<file path="src/rtl/truth_table_sweeper.sv">
// Exhaustive input sweeper: drives all 2^N_IN vectors into a combinational DUT and waits SETTLE cycles per vector.
// It checks the sampled output against a run-time truth table and reports the error count, the first failing vector and pass/fail.
module truth_table_sweeper #(
  parameter int N_IN   = 5,
  parameter int SETTLE = 20
) (
  input  logic                 clk,
  input  logic                 rst,
  input  logic                 start,
  input  logic                 mode,
  input  logic [2**N_IN-1:0]   exp_table,
  output logic [N_IN-1:0]      vec_out,
  input  logic                 dut_out,
  output logic                 sample_strobe,
  output logic                 busy,
  output logic                 done,
  output logic                 pass,
  output logic [N_IN:0]        err_count,
  output logic                 fail_valid,
  output logic [N_IN-1:0]      first_fail_vec
);

  localparam int CNT_W = (SETTLE > 1) ? $clog2(SETTLE) : 1;
  localparam logic [CNT_W-1:0] CNT_LAST = CNT_W'(SETTLE - 1);

  typedef enum logic [1:0] {
    S_IDLE,
    S_WAIT,
    S_CHECK,
    S_DONE
  } state_t;

  state_t           state, state_nxt;
  logic [CNT_W-1:0] settle_cnt;
  logic             mode_lat;
  logic             accept;
  logic             mismatch;

  always_comb begin
    state_nxt     = state;
    sample_strobe = 1'b0;
    busy          = 1'b0;
    done          = 1'b0;
    accept        = 1'b0;
    mismatch      = 1'b0;
    case (state)
      S_IDLE: begin
        if (start) begin
          accept    = 1'b1;
          state_nxt = S_WAIT;
        end
      end
      S_WAIT: begin
        busy = 1'b1;
        if (settle_cnt == CNT_LAST) state_nxt = S_CHECK;
      end
      S_CHECK: begin
        busy          = 1'b1;
        sample_strobe = 1'b1;
        mismatch      = (dut_out != exp_table[vec_out]);
        // All-ones is the last vector: terminate before the increment would wrap
        if ((&vec_out) || (mode_lat && mismatch)) state_nxt = S_DONE;
        else                                      state_nxt = S_WAIT;
      end
      S_DONE: begin
        done = 1'b1;
        if (start) begin
          accept    = 1'b1;
          state_nxt = S_WAIT;
        end
      end
      default: state_nxt = S_IDLE;
    endcase
  end

  always_ff @(posedge clk) begin
    if (rst) begin
      state          <= S_IDLE;
      settle_cnt     <= '0;
      vec_out        <= '0;
      err_count      <= '0;
      fail_valid     <= 1'b0;
      first_fail_vec <= '0;
      pass           <= 1'b0;
      mode_lat       <= 1'b0;
    end else begin
      state <= state_nxt;
      if (accept) begin
        settle_cnt     <= '0;
        vec_out        <= '0;
        err_count      <= '0;
        fail_valid     <= 1'b0;
        first_fail_vec <= '0;
        pass           <= 1'b0;
        mode_lat       <= mode;
      end else if (state == S_WAIT) begin
        settle_cnt <= settle_cnt + 1'b1;
      end else if (state == S_CHECK) begin
        if (mismatch) begin
          err_count <= err_count + 1'b1;
          if (!fail_valid) begin
            fail_valid     <= 1'b1;
            first_fail_vec <= vec_out;
          end
        end
        if (state_nxt == S_WAIT) begin
          vec_out    <= vec_out + 1'b1;
          settle_cnt <= '0;
        end else begin
          // pass is registered so it is final in the first DONE cycle
          pass <= !mismatch && (err_count == '0);
        end
      end
    end
  end

endmodule
</file>
<file path="config.mk">
export PLATFORM = sky130hd
export DESIGN_NAME = truth_table_sweeper
export DESIGN_NICKNAME = d
export VERILOG_FILES = /design/src/rtl/truth_table_sweeper.sv
export SDC_FILE = /design/constraint.sdc
export NUM_CORES = 1
export LEC_CHECK = 0
export CAP_MARGIN = 20
export CORE_UTILIZATION = 42
export DETAILED_ROUTE_END_ITERATION = 12
export HOLD_SLACK_MARGIN = 0.08
export MAX_ROUTING_LAYER = met4
export PLACE_DENSITY = 0.86
export SLEW_MARGIN = 20
export SYNTH_ARGS = -nofsm -noshare
export SYNTH_HDL_FRONTEND = slang
export SYNTH_SLANG_ARGS = --single-unit
</file>
<file path="constraint.sdc">
create_clock -name clk -period 2.5 [get_ports clk]
set_input_delay 0.5 -clock clk [delete_from_list [all_inputs] [get_ports clk]]
set_output_delay 0.5 -clock clk [all_outputs]
set_load 0.005 [all_outputs]
</file>
-- Yosys cells after proc, flatten, opt, wreduce, memory -nomap -nowiden
Cells that the tools add are included.
- add/sub/neg operators: 3
- muxes and demuxes: 15
- reduce and logical (&&, ||, !) cells: 17
- order comparisons: 1
- bitwise gates (word level): 3
- equal/unequal tests: 6
- operators by type and width (kind ; number):
    $mux 5 ; 3
    $add 5x1->5 const B ; 2
    $reduce_and 3->1 ; 3
    $mux 1 ; 7
    $add 6x1->6 const B ; 1
    $logic_not 6->1 ; 1
    $lt 5x6->1 const B ; 1
    $mux 2 ; 3
    $pmux 2 s3 ; 1
    $reduce_or 2->1 ; 3
    $bmux 1 s5 ; 1
    $eq 5x5->1 const B ; 1
    $reduce_and 5->1 ; 1
    $eq 2x1->1 const B ; 2
    $eq 2x2->1 const B ; 2
    $reduce_and 4->1 ; 1
    $reduce_bool 2->1 ; 2
    $not 1->1 ; 3
    $logic_and 1x1->1 ; 2
    $logic_not 2->1 ; 1
    $reduce_and 2->1 ; 1
    $logic_not 1->1 ; 1
    $logic_or 1x1->1 ; 1
    $ne 1x1->1 ; 1
- logic and storage cells: 53
- register bits: 26
- output and inout bits: 21

-- Logic depth before layout (Yosys ltp)
Gate-level depths: netlist of the first run.
- depth after elaboration: 11
- gate-level depth with buffers: 10

-- Least setup slack after synthesis of the first run
Ideal clock, no wire load.
- path type: flip-flop to flip-flop
- start: register state[0]
- end: register vec_out[3]
- data arrival time: 2.246 ns
- path slack: 0.184 ns
- buffers on the path: 0
- required time: 2.430 ns
- clock period less this slack: 2.316 ns
- stages on the path, launching flop included: 10
- cells stage by stage: dfxtp_1 > inv_1 > ha_1 > nor2b_1 > nor2_1 > a21oi_1 > a2111oi_0 > o31ai_1 > or4_1 > a21oi_1
- word-level cells in the longest chain between the ends: 5
- ends and longest elaborated chain (what ; RTL line ; RTL):
    start: declaration ; 33 ; state_t state, state_nxt;
    start signal: assignment ; 87 ; state <= state_nxt;
    $eq 2x2->1 / $logic_not 2->1 (equally long branches) ; 46 ; case (state)
    $reduce_or 2->1 (no source line) ; - ;
    $pmux 2 s3 ; 46 ;
    $eq 2x1->1 ; 106 ; if (state_nxt == S_WAIT) begin
    $reduce_and 3->1 (no source line) ; - ;
    end signal: assignment ; 107 ; vec_out <= vec_out + 1'b1;
    end: declaration ; 12 ; output logic [N_IN-1:0] vec_out,
Parallel ways exist; a longest one is shown, timed or not.
A chain may end at the register's enable or synchronous reset.

-- Final worst setup path of the first run
- start: input port exp_table[0]
- end: register vec_out[1]
- word-level cells in the longest chain between the ends: 9
- ends and longest elaborated chain (what ; RTL line ; RTL):
    start: declaration ; 11 ; input logic [2**N_IN-1:0] exp_table,
    $bmux 1 s5 ; 60 ; mismatch = (dut_out != exp_table[vec_out]);
    $mux 1 (implied by the code) ; 60 ;
    $ne 1x1->1 ; 60 ;
    $logic_and 1x1->1 ; 62 ; if ((&vec_out) || (mode_lat && mismatch)) state_nxt = S_DONE;
    $logic_or 1x1->1 ; 62 ;
    $mux 2 ; 62 ;
    $pmux 2 s3 ; 46 ;
    $eq 2x1->1 ; 106 ;
    $reduce_and 3->1 (no source line) ; - ;
No other way between the ends. The select of a mux whose other input is x is not followed.

==> out/metrics.csv, run 1 <==
stage,metric,value,unit
synth,synth_nets,269,
floorplan,num_rows,23,
layout,mostFrequentLayoutCell,clkdlybuf4s50_1,
timing,tightest_slew,0.6147,ns
synth,ys_warn_count,0,
setup_path,cp_num_buf_inv,2,
timing,max_slew_margin,58.77,%
setup_path,reg2regPathDepth,10,
synth,synth_ff_type,dfxtp_1,
clocking,cts_root_buf,clkbuf_8,
flow_run,drv_cap,0,
status,outcome,"finished, final reports clean",
route,drcViolationCount,0,
min_path,min_from,first_fail_vec[1]$_SDFFE_PP0P_,
layout,register_area,524.3,um^2
synth,ys_types,56,
setup_path,reg2reg_slack,0.12,ns
setup_path,worst_setup_path_start_kind,input pin,
setup_path,worstPathArrival,2.61,ns
global_route,grt_max_degree,14,
synth,ys_top_cells_by_area,"dfxtp_1, mux2i_1, a21oi_1, ha_1, nand3_1",
setup_path,crit_path_max_fanout,4,
global_route,gr-total-overflow,0,
timing,setup_viol,0,
synth,syn_inst,224,
min_path,holdPathEnd,first_fail_vec[1]$_SDFFE_PP0P_,
layout,drive_gt1_share,14.24,%
timing,clock_skew,0.007749,ns
layout,insertedDiodeCount,0,
clocking,insertion_delay,0.27,ns
synth,syn_area,1861,um^2
place,portBuffers,57,
layout,n_fill_cell,349,
layout,finalNetCount,342,
place,dpl-instance-area,2570,um^2
setup_path,crit_slowest_cell,a2111oi_1,
timing,min_period,2.396,ns
global_route,grt_pass1_wl,8183,um
floorplan,die-width,68.56,um
clocking,htree_levels,1,
place,dp_hpwl,4014,um
synth,synth_edf_count,0,
floorplan,die_y,68.56,um
clocking,cts_buffer_depth,2,
timing,fmax,0.4174,GHz
route,wire_per_inst,14.94,um
setup_path,critical_path_required,2.71,ns
clocking,cts_tree,built,
global_route,grt_pass1_vias,1859,
layout,final_cell_mix,"clkdlybuf4s50_1, buf_4, a21oi_1, dfxtp_1",
min_path,min_path_type,flip-flop to flip-flop,
global_route,antenna_found_initial,0,
route,drt_iter0_drc,132,
place,numPlacedInstances,342,
synth,seq_area_frac_synth,27.98,%
synth,synth-seq-cells,26,
route,wl,5154,um
clocking,cts_setup_buffers,0,
floorplan,die_area,4700,um^2
setup_path,critPathKind,input pin to flip-flop,
layout,layout.cells.non_filler,345,
route,postRouteAntennaNets,0,
floorplan,core-area,4115,um^2
setup_path,slowest_delay,0.58,ns
place,gp_congestion,0.8808,
floorplan,start_util,45.21,%
route,vias,2024,
clocking,cts_buffers,3,
power_and_ir_drop,ir_drop,0.2974,mV
timing,hold_viol_final,0,
clocking,cts.sinks,26,
floorplan,ioPinCount,58,
layout,area_growth,41.29,%
timing,drv_slew,0,
min_path,worstHoldPathCells,2,
setup_path,cp-end-kind,flip-flop,
synth,synth_top_area_share,27.98,%
setup_path,r2r-end,vec_out[3]$_SDFFE_PP0P_,
clocking,clk_pin_slew,0.09,ns
layout,design_area,2629,um^2
timing,min_period_over_period,95.84,%
synth,avgSynthCellArea,8.306,um^2
setup_path,r2r_start,state[0]$_SDFF_PP0_,
global_route,grt_usage,23.66,%
synth,yosys.area.top_type,dfxtp_1,
route,vias_per_cell,5.867,
power_and_ir_drop,power_leakage,0.9283,nW
timing,setup_tns,0,ns
layout,multi_input_area,1204,um^2
setup_path,startpoint,exp_table[0],
synth,synthArstFlopShare,0,%
power_and_ir_drop,power.density,329.1,nW/um^2
setup_path,cp_top_family,compound AO/OA/AOI/OAI gates,
setup_path,path_cells,clkdlybuf4s50_1 -> mux2i_1 -> a22oi_1 -> nand3b_1 -> a2111oi_1 -> a211o_1 -> buf_4 -> o21ai_0 -> a21oi_1,
route,first_pass_iters,5,
==> Yosys cell counts, types with 2 or more instances <==
master,count
nor3_1,2
a21oi_1,23
xor2_1,2
nand2b_1,2
clkbuf_1,4
buf_6,2
o21ai_1,9
o21ai_0,4
a21bo_1,2
nand3b_1,3
nand2_1,16
nor4_1,2
nor2b_1,2
a2111oi_1,2
clkbuf_8,3
buf_4,2
a22oi_1,7
nand3_1,16
mux2i_1,16
o31ai_1,7
a211oi_1,3
or4_1,2
or3_1,4
nor2_1,11
dfxtp_1,26
nand4_1,5
inv_1,7
and3_1,2
ha_1,8
xnor2_1,2
nand4b_1,2
a31oi_1,2
==> cells by family (layout without fill, tap and decap cells) <==
family / count (synthesis) / after routing / share of synthesized area, %
compound gates: 71 / 71 / 25.22
xor+xnor: 4 / 4 / 1.883
flops: 26 / 26 / 27.98
simple gates: 78 / 78 / 22.87
fa+ha+maj: 8 / 8 / 5.380
buf+inv: 21 / 92 / 8.069
mux: 16 / 16 / 8.608
==> power by group <==
| part | switching, mW | internal (mW) |
|---|---|---|
| combinational | 0.0912 | 0.114 |
| sequential | 0.00387 | 0.417 |
| clock | 0.131 | 0.108 |
| total | 0.226 | 0.639 |
==> routing by layer <==
metal  global-route usage (%)  part of all wire [%]  vias to the layer above
li1                         -                     -                      985
met1                    29.81                    44                      963
met2                    39.58                    50                       70
met3                    3.947                   5.3                        6
met4                    4.948                  0.74                        0
met5                        -                     0                        -
==> how the worst max path moves through the flow <==
stage | to | cells after the start | slack (ns)
6_report | vec_out[1]$_SDFFE_PP0P_ | 9 | 0.10
5_1_grt | vec_out[3]$_SDFFE_PP0P_ | 10 | -0.001
4_1_cts | vec_out[3]$_SDFFE_PP0P_ | 10 | 0.04
3_5_place_dp | vec_out[3]$_SDFFE_PP0P_ | 9 | -0.23
3_3_place_gp | vec_out[3]$_SDFFE_PP0P_ | 9 | -0.14
2_1_floorplan | vec_out[3]$_SDFFE_PP0P_ | 9 | 0.18
==> what timing repair did <==
| item | in CTS | in global routing |
|---|---|---|
| hold buffers | 0 | 0 |
| endpoints found under the setup margin | 1 | 12 |
| gates resized for setup | 1 | 5 |
| gates cloned | 0 | 0 |
==> through the flow <==
| stage | power (mW) | utilization (%) | hold slack (ns) | setup slack [ns] |
|---|---|---|---|---|
| after floorplan | 0.5224 | - | 0.4456 | 0.1844 |
| after global placement | 0.6246 | 62.45 | 0.4566 | -0.1440 |
| after detailed placement | 0.6298 | 62.45 | 0.4644 | -0.2278 |
| after CTS | 0.8640 | 63.48 | 0.4776 | 0.04095 |
| after global routing | 0.9027 | 63.88 | 0.5011 | -0.001379 |
| final | 0.8652 | 63.88 | 0.4730 | 0.1039 |
==> worst min-delay path: cells and delay by family (launching register included) <==
family	cells	cell delay, ns
AOI/OAI and AO/OA	2	0.12
DFF	1	0.32
==> sequential cells by signal (all words and copies together) (netlist names) <==
register and flops:
state 2, err_count 6, vec_out 5, settle_cnt 5, first_fail_vec 5, fail_valid 1
mode_lat 1, pass 1
==> area by class of cell <==
| class | count | share of cell area (%) |
|---|---|---|
| multi-input combinational | 177 | 45.79 |
| tap | 50 | 2.380 |
| sequential | 26 | 19.94 |
| clock buffer | 3 | 1.571 |
| inverter | 7 | 0.9995 |
| timing repair buffer | 82 | 29.32 |
(Power assumes the default switching activity.)
==> run 2, diff against run 1 <==
- RECOVER_POWER: unset -> 50
==> out/metrics.csv, run 2 (synthesis gave the netlist of run 1 again) <==
stage,metric,value,unit
setup_path,path_cells,inv_1 -> ha_1 -> nor2b_1 -> nor2_1 -> a21oi_1 -> a2111oi_2 -> buf_4 -> o31ai_1 -> or4_1 -> a21oi_1,
place,dp_hpwl,4014,um
route,vias,2016,
route,vias_per_cell,5.843,
floorplan,ioPinCount,58,
global_route,grt_usage,23.66,%
timing,drv_slew,0,
setup_path,critical_path_required,2.71,ns
route,drcViolationCount,0,
timing,setup_viol,0,
power_and_ir_drop,switchingPower,0.2264,mW
setup_path,worstPathArrival,2.60,ns
setup_path,r2r_start,state[0]$_SDFF_PP0_,
power_and_ir_drop,power.internal,0.6393,mW
power_and_ir_drop,power.density,329.8,nW/um^2
place,numPlacedInstances,342,
floorplan,core-area,4115,um^2
route,wl,5142,um
power_and_ir_drop,pwr-share-comb,23.8,%
route,drt_iter0_drc,134,
layout,design_area,2625,um^2
timing,hold_viol_final,0,
min_path,min_from,first_fail_vec[1]$_SDFFE_PP0P_,
status,outcome,"finished, final reports clean",
clocking,clk_pin_slew,0.09,ns
timing,min_period_over_period,95.53,%
clocking,cts.sinks,26,
setup_path,startpoint,state[0]$_SDFF_PP0_,
layout,insertedDiodeCount,0,
setup_path,r2r-end,vec_out[3]$_SDFFE_PP0P_,
layout,top_register,err_count,
clocking,cts_root_buf,clkbuf_8,
timing,clock_skew,0.009227,ns
layout,final_cell_mix,"clkdlybuf4s50_1, a21oi_1, dfxtp_1, buf_4",
setup_path,reg2regPathDepth,10,
min_path,min_path_type,flip-flop to flip-flop,
place,portBuffers,57,
clocking,htree_levels,1,
timing,max_slew_margin,57.71,%
timing,finalWorstSetupSlack,0.1119,ns
setup_path,crit_slowest_cell,or4_1,
power_and_ir_drop,clockPowerShare,27.6,%
layout,fin_util,63.79,%
clocking,cts_tree,built,
layout,mostFrequentLayoutCell,clkdlybuf4s50_1,
layout,layout.cells.non_filler,345,
layout,area_growth,41.09,%
timing,min_period,2.388,ns
timing,fmax,0.4187,GHz
layout,largest_register_ffs,6,
floorplan,num_rows,23,
clocking,insertion_delay,0.27,ns
route,first_pass_iters,4,
floorplan,start_util,45.21,%
setup_path,crit_path_max_fanout,3,
power_and_ir_drop,switching_share,26.15,%
clocking,cts_buffer_depth,2,
layout,drive_gt1_share,13.90,%
global_route,gr-total-overflow,0,
route,wire_per_inst,14.90,um
global_route,grt_pass1_vias,1859,
clocking,cts_buffers,3,
global_route,antenna_found_initial,0,
setup_path,cpMostUsedCell,a21oi_1,
layout,n_fill_cell,351,
global_route,grt_max_degree,14,
setup_path,crit_path_end,vec_out[3]$_SDFFE_PP0P_,
place,pre_cts_slack,-0.2278,ns
setup_path,slowest_delay,0.47,ns
power_and_ir_drop,seqPwrFrac,48.7,%
power_and_ir_drop,power_leakage,0.9815,nW
floorplan,die_area,4700,um^2
timing,tightest_slew,0.6305,ns
floorplan,die-width,68.56,um
global_route,grt_pass1_wl,8183,um
setup_path,critPathKind,flip-flop to flip-flop,
setup_path,worst_setup_path_start_kind,flip-flop,
flow_run,drv_cap,0,
place,gp_congestion,0.8808,
place,dpl-instance-area,2570,um^2
floorplan,die_y,68.56,um
setup_path,reg2reg_slack,0.11,ns
route,postRouteAntennaNets,0,
power_and_ir_drop,ir_drop,0.2985,mV
layout,finalNetCount,342,
setup_path,cp-end-kind,flip-flop,
clocking,cts_setup_buffers,0,
clocking,cts_hold_buffers,0,
run 2: changes by cell type in the layout (fill, tap and decap cells not counted):
cell | before | now
buf_4 | 24 | 23
clkdlybuf4s50_1 | 57 | 41
clkbuf_1 | 0 | 1
dlygate4sd3_1 | 0 | 16
run 2: worst max-delay path: cells and delay by family, from the launching register on:
family | cells | cell delay, ns
AO/OA/AOI/OAI | 4 | 0.65
buffers and inverters | 2 | 0.25
flip-flops | 1 | 0.38
adder cells (fa/ha/maj) | 1 | 0.33
AND/OR/NAND/NOR | 3 | 0.72
run 2: layer usage:
| metal | global-route usage, % | vias up | wire length, um |
|---|---|---|---|
| li1 | - | 990 | - |
| met1 | 29.81 | 960 | 2218 |
| met2 | 39.58 | 60 | 2587 |
| met3 | 3.947 | 6 | 296 |
| met4 | 4.948 | 0 | 40 |
| met5 | - | - | 0 |
run 2: cell type report:
cell class	instances	area, um^2	share of cell area (%)
Multi-Input combinational cell	177	1204	45.85
Sequential cell	26	524.3	19.97
Inverter	7	26.28	1.001
Clock buffer	3	41.29	1.573
Tap cell	50	62.56	2.383
Timing Repair Buffer	82	767.0	29.22
run 2: repair_timing:
action,in CTS,in global routing
pin swaps,0,0
resized for setup,1,5
endpoints found under the setup margin,1,12
run 2: power by group through the flow:
stage          logic (mW)  registers, mW  clock network (mW)
2_1_floorplan      0.0926          0.430                   0
3_3_place_gp        0.194          0.431                   0
3_5_place_dp        0.199          0.431                   0
4_1_cts             0.200          0.421               0.243
5_1_grt             0.221          0.422               0.260
6_report            0.206          0.421               0.239
run 2: through the flow:
step / hold slack (ns) / power [mW] / setup TNS [ns]
2_1_floorplan: 0.4456 / 0.5224 / 0
3_3_place_gp: 0.4566 / 0.6246 / -0.8132
3_5_place_dp: 0.4644 / 0.6298 / -1.236
4_1_cts: 0.4776 / 0.8640 / 0
5_1_grt: 0.4985 / 0.9027 / -0.001368
6_report: 0.4698 / 0.8657 / 0
run 2: how the worst min path moves through the flow:
stage / end / cells past startpoint
floorplan: settle_cnt[1]$_SDFFE_PP0P_ / 2
finish: first_fail_vec[1]$_SDFFE_PP0P_ / 2
global route: first_fail_vec[1]$_SDFFE_PP0P_ / 2
detailed placement: settle_cnt[1]$_SDFFE_PP0P_ / 2
CTS: first_fail_vec[2]$_SDFFE_PP0P_ / 2
global placement: first_fail_vec[0]$_SDFFE_PP0P_ / 2
==> run 3, diff against run 2 <==
- CORE_MARGIN: unset -> 2
==> out/metrics.csv, run 3 (synthesis gave the netlist of run 1 again) <==
stage,metric,value,unit
timing,clock_skew,0.01072,ns
min_path,worstHoldPathCells,2,
setup_path,crit_path_max_fanout,4,
route,first_pass_iters,5,
layout,mostFrequentLayoutCell,clkdlybuf4s50_1,
place,portBuffers,57,
layout,largest_register_ffs,6,
layout,top_register,err_count,
route,drcViolationCount,0,
layout,n_fill_cell,376,
min_path,min_from,first_fail_vec[1]$_SDFFE_PP0P_,
setup_path,r2r-end,vec_out[3]$_SDFFE_PP0P_,
setup_path,r2r_start,vec_out[0]$_SDFFE_PP0P_,
place,pre_cts_slack,-0.1397,ns
status,outcome,"finished, final reports clean",
layout,drive_gt1_share,14.19,%
clocking,clk_pin_slew,0.10,ns
place,dp_hpwl,3883,um
clocking,cts.sinks,26,
global_route,grt_max_degree,19,
global_route,antenna_found_initial,0,
clocking,cts-resized-gates,0,
layout,design_area,2643,um^2
setup_path,reg2reg_slack,0.17,ns
route,postRouteAntennaNets,0,
floorplan,die_y,70.56,um
setup_path,worstPathArrival,2.55,ns
global_route,grt_usage,21.24,%
layout,fin_util,61.11,%
timing,fmax,0.4279,GHz
route,vias_per_cell,5.687,
power_and_ir_drop,p_total,0.9757,mW
clocking,cts_buffers,3,
setup_path,critical_path_required,2.71,ns
layout,area_growth,42.03,%
timing,hold_ws,0.4750,ns
floorplan,die-width,70.56,um
setup_path,worst_setup_path_start_kind,input pin,
floorplan,die_area,4978,um^2
place,numPlacedInstances,344,
setup_path,cp-end-kind,flip-flop,
layout,insertedDiodeCount,0,
route,wire_per_inst,14.16,um
timing,finalWorstSetupSlack,0.1629,ns
setup_path,reg2regPathDepth,8,
timing,tightest_slew,0.5826,ns
place,dpl-instance-area,2560,um^2
clocking,cts_setup_buffers,0,
place,gp_congestion,0.8933,
floorplan,start_util,43.03,%
min_path,holdPathEnd,first_fail_vec[1]$_SDFFE_PP0P_,
layout,finalNetCount,342,
route,vias,1979,
timing,drv_slew,0,
timing,hold_viol_final,0,
min_path,min_path_type,flip-flop to flip-flop,
timing,setup_viol,0,
route,wl,4928,um
setup_path,critPathKind,input pin to flip-flop,
clocking,cts_buffer_depth,2,
timing,min_period_over_period,93.48,%
global_route,grt_pass1_vias,1985,
clocking,htree_levels,1,
floorplan,core-area,4324,um^2
power_and_ir_drop,ir_drop,0.3268,mV
floorplan,ioPinCount,58,
layout,final_cell_mix,"clkdlybuf4s50_1, a21oi_1, buf_4, dfxtp_1",
global_route,grt_pass1_wl,8576,um
timing,rsz0062_at_grt,false,
flow_run,drv_cap,0,
timing,min_period,2.337,ns
global_route,gr-total-overflow,0,
clocking,cts_hold_buffers,0,
clocking,insertion_delay,0.28,ns
timing,max_slew_margin,60.93,%
clocking,cts_root_buf,clkbuf_8,
power_and_ir_drop,power_leakage,0.9885,nW
power_and_ir_drop,power.density,369.2,nW/um^2
layout,layout.cells.non_filler,348,
route,drt_iter0_drc,149,
clocking,cts_tree,built,
floorplan,num_rows,24,
timing,setup_tns,0,ns
==> run 3: changes by cell type in the layout (fill, tap and decap cells not counted), sizes merged <==
cell	before	now
bufinv	0	1
==> run 3: worst max-delay path by stage <==
stage	start	end	slack, ns
after floorplan	state[0]$_SDFF_PP0_	vec_out[3]$_SDFFE_PP0P_	0.18
after global placement	start	vec_out[3]$_SDFFE_PP0P_	-0.15
after detailed placement	start	vec_out[3]$_SDFFE_PP0P_	-0.14
after CTS	state[1]$_SDFF_PP0_	vec_out[3]$_SDFFE_PP0P_	0.12
after global routing	vec_out[0]$_SDFFE_PP0P_	vec_out[3]$_SDFFE_PP0P_	0.02
final	exp_table[21]	vec_out[3]$_SDFFE_PP0P_	0.16
==> run 3: power by group <==
group | total [mW] | internal [mW] | switching, mW
clock | 0.352 | 0.214 | 0.138
sequential | 0.422 | 0.418 | 0.00381
combinational | 0.202 | 0.113 | 0.0889
==> run 3: worst max-delay path: stages <==
cell,delay (ns)
clkdlybuf4s50_1,0.45
mux2i_1,0.07
a22oi_1,0.30
a21bo_1,0.16
a2111oi_1,0.08
a211o_1,0.34
or4_1,0.51
a21oi_1,0.14
==> run 3: area by class of cell <==
type                       instances  area [um^2]  share of cell area, %
inverter                           7        26.28                 0.9943
sequential                        26        525.5                  19.89
clock buffer                       3        41.29                  1.563
clock inverter                     1        30.03                  1.136
timing repair buffer              82        758.2                  28.69
multi-input combinational        177         1196                  45.27
tap                               52        65.06                  2.462
==> run 3: layer usage <==
metal	global-route usage (%)	vias to the layer above	share of wire, %
met4	6.080	0	2.0
met2	35.74	60	50
li1	-	992	-
met3	3.989	13	5.0
met1	26.11	914	44
met5	-	-	0
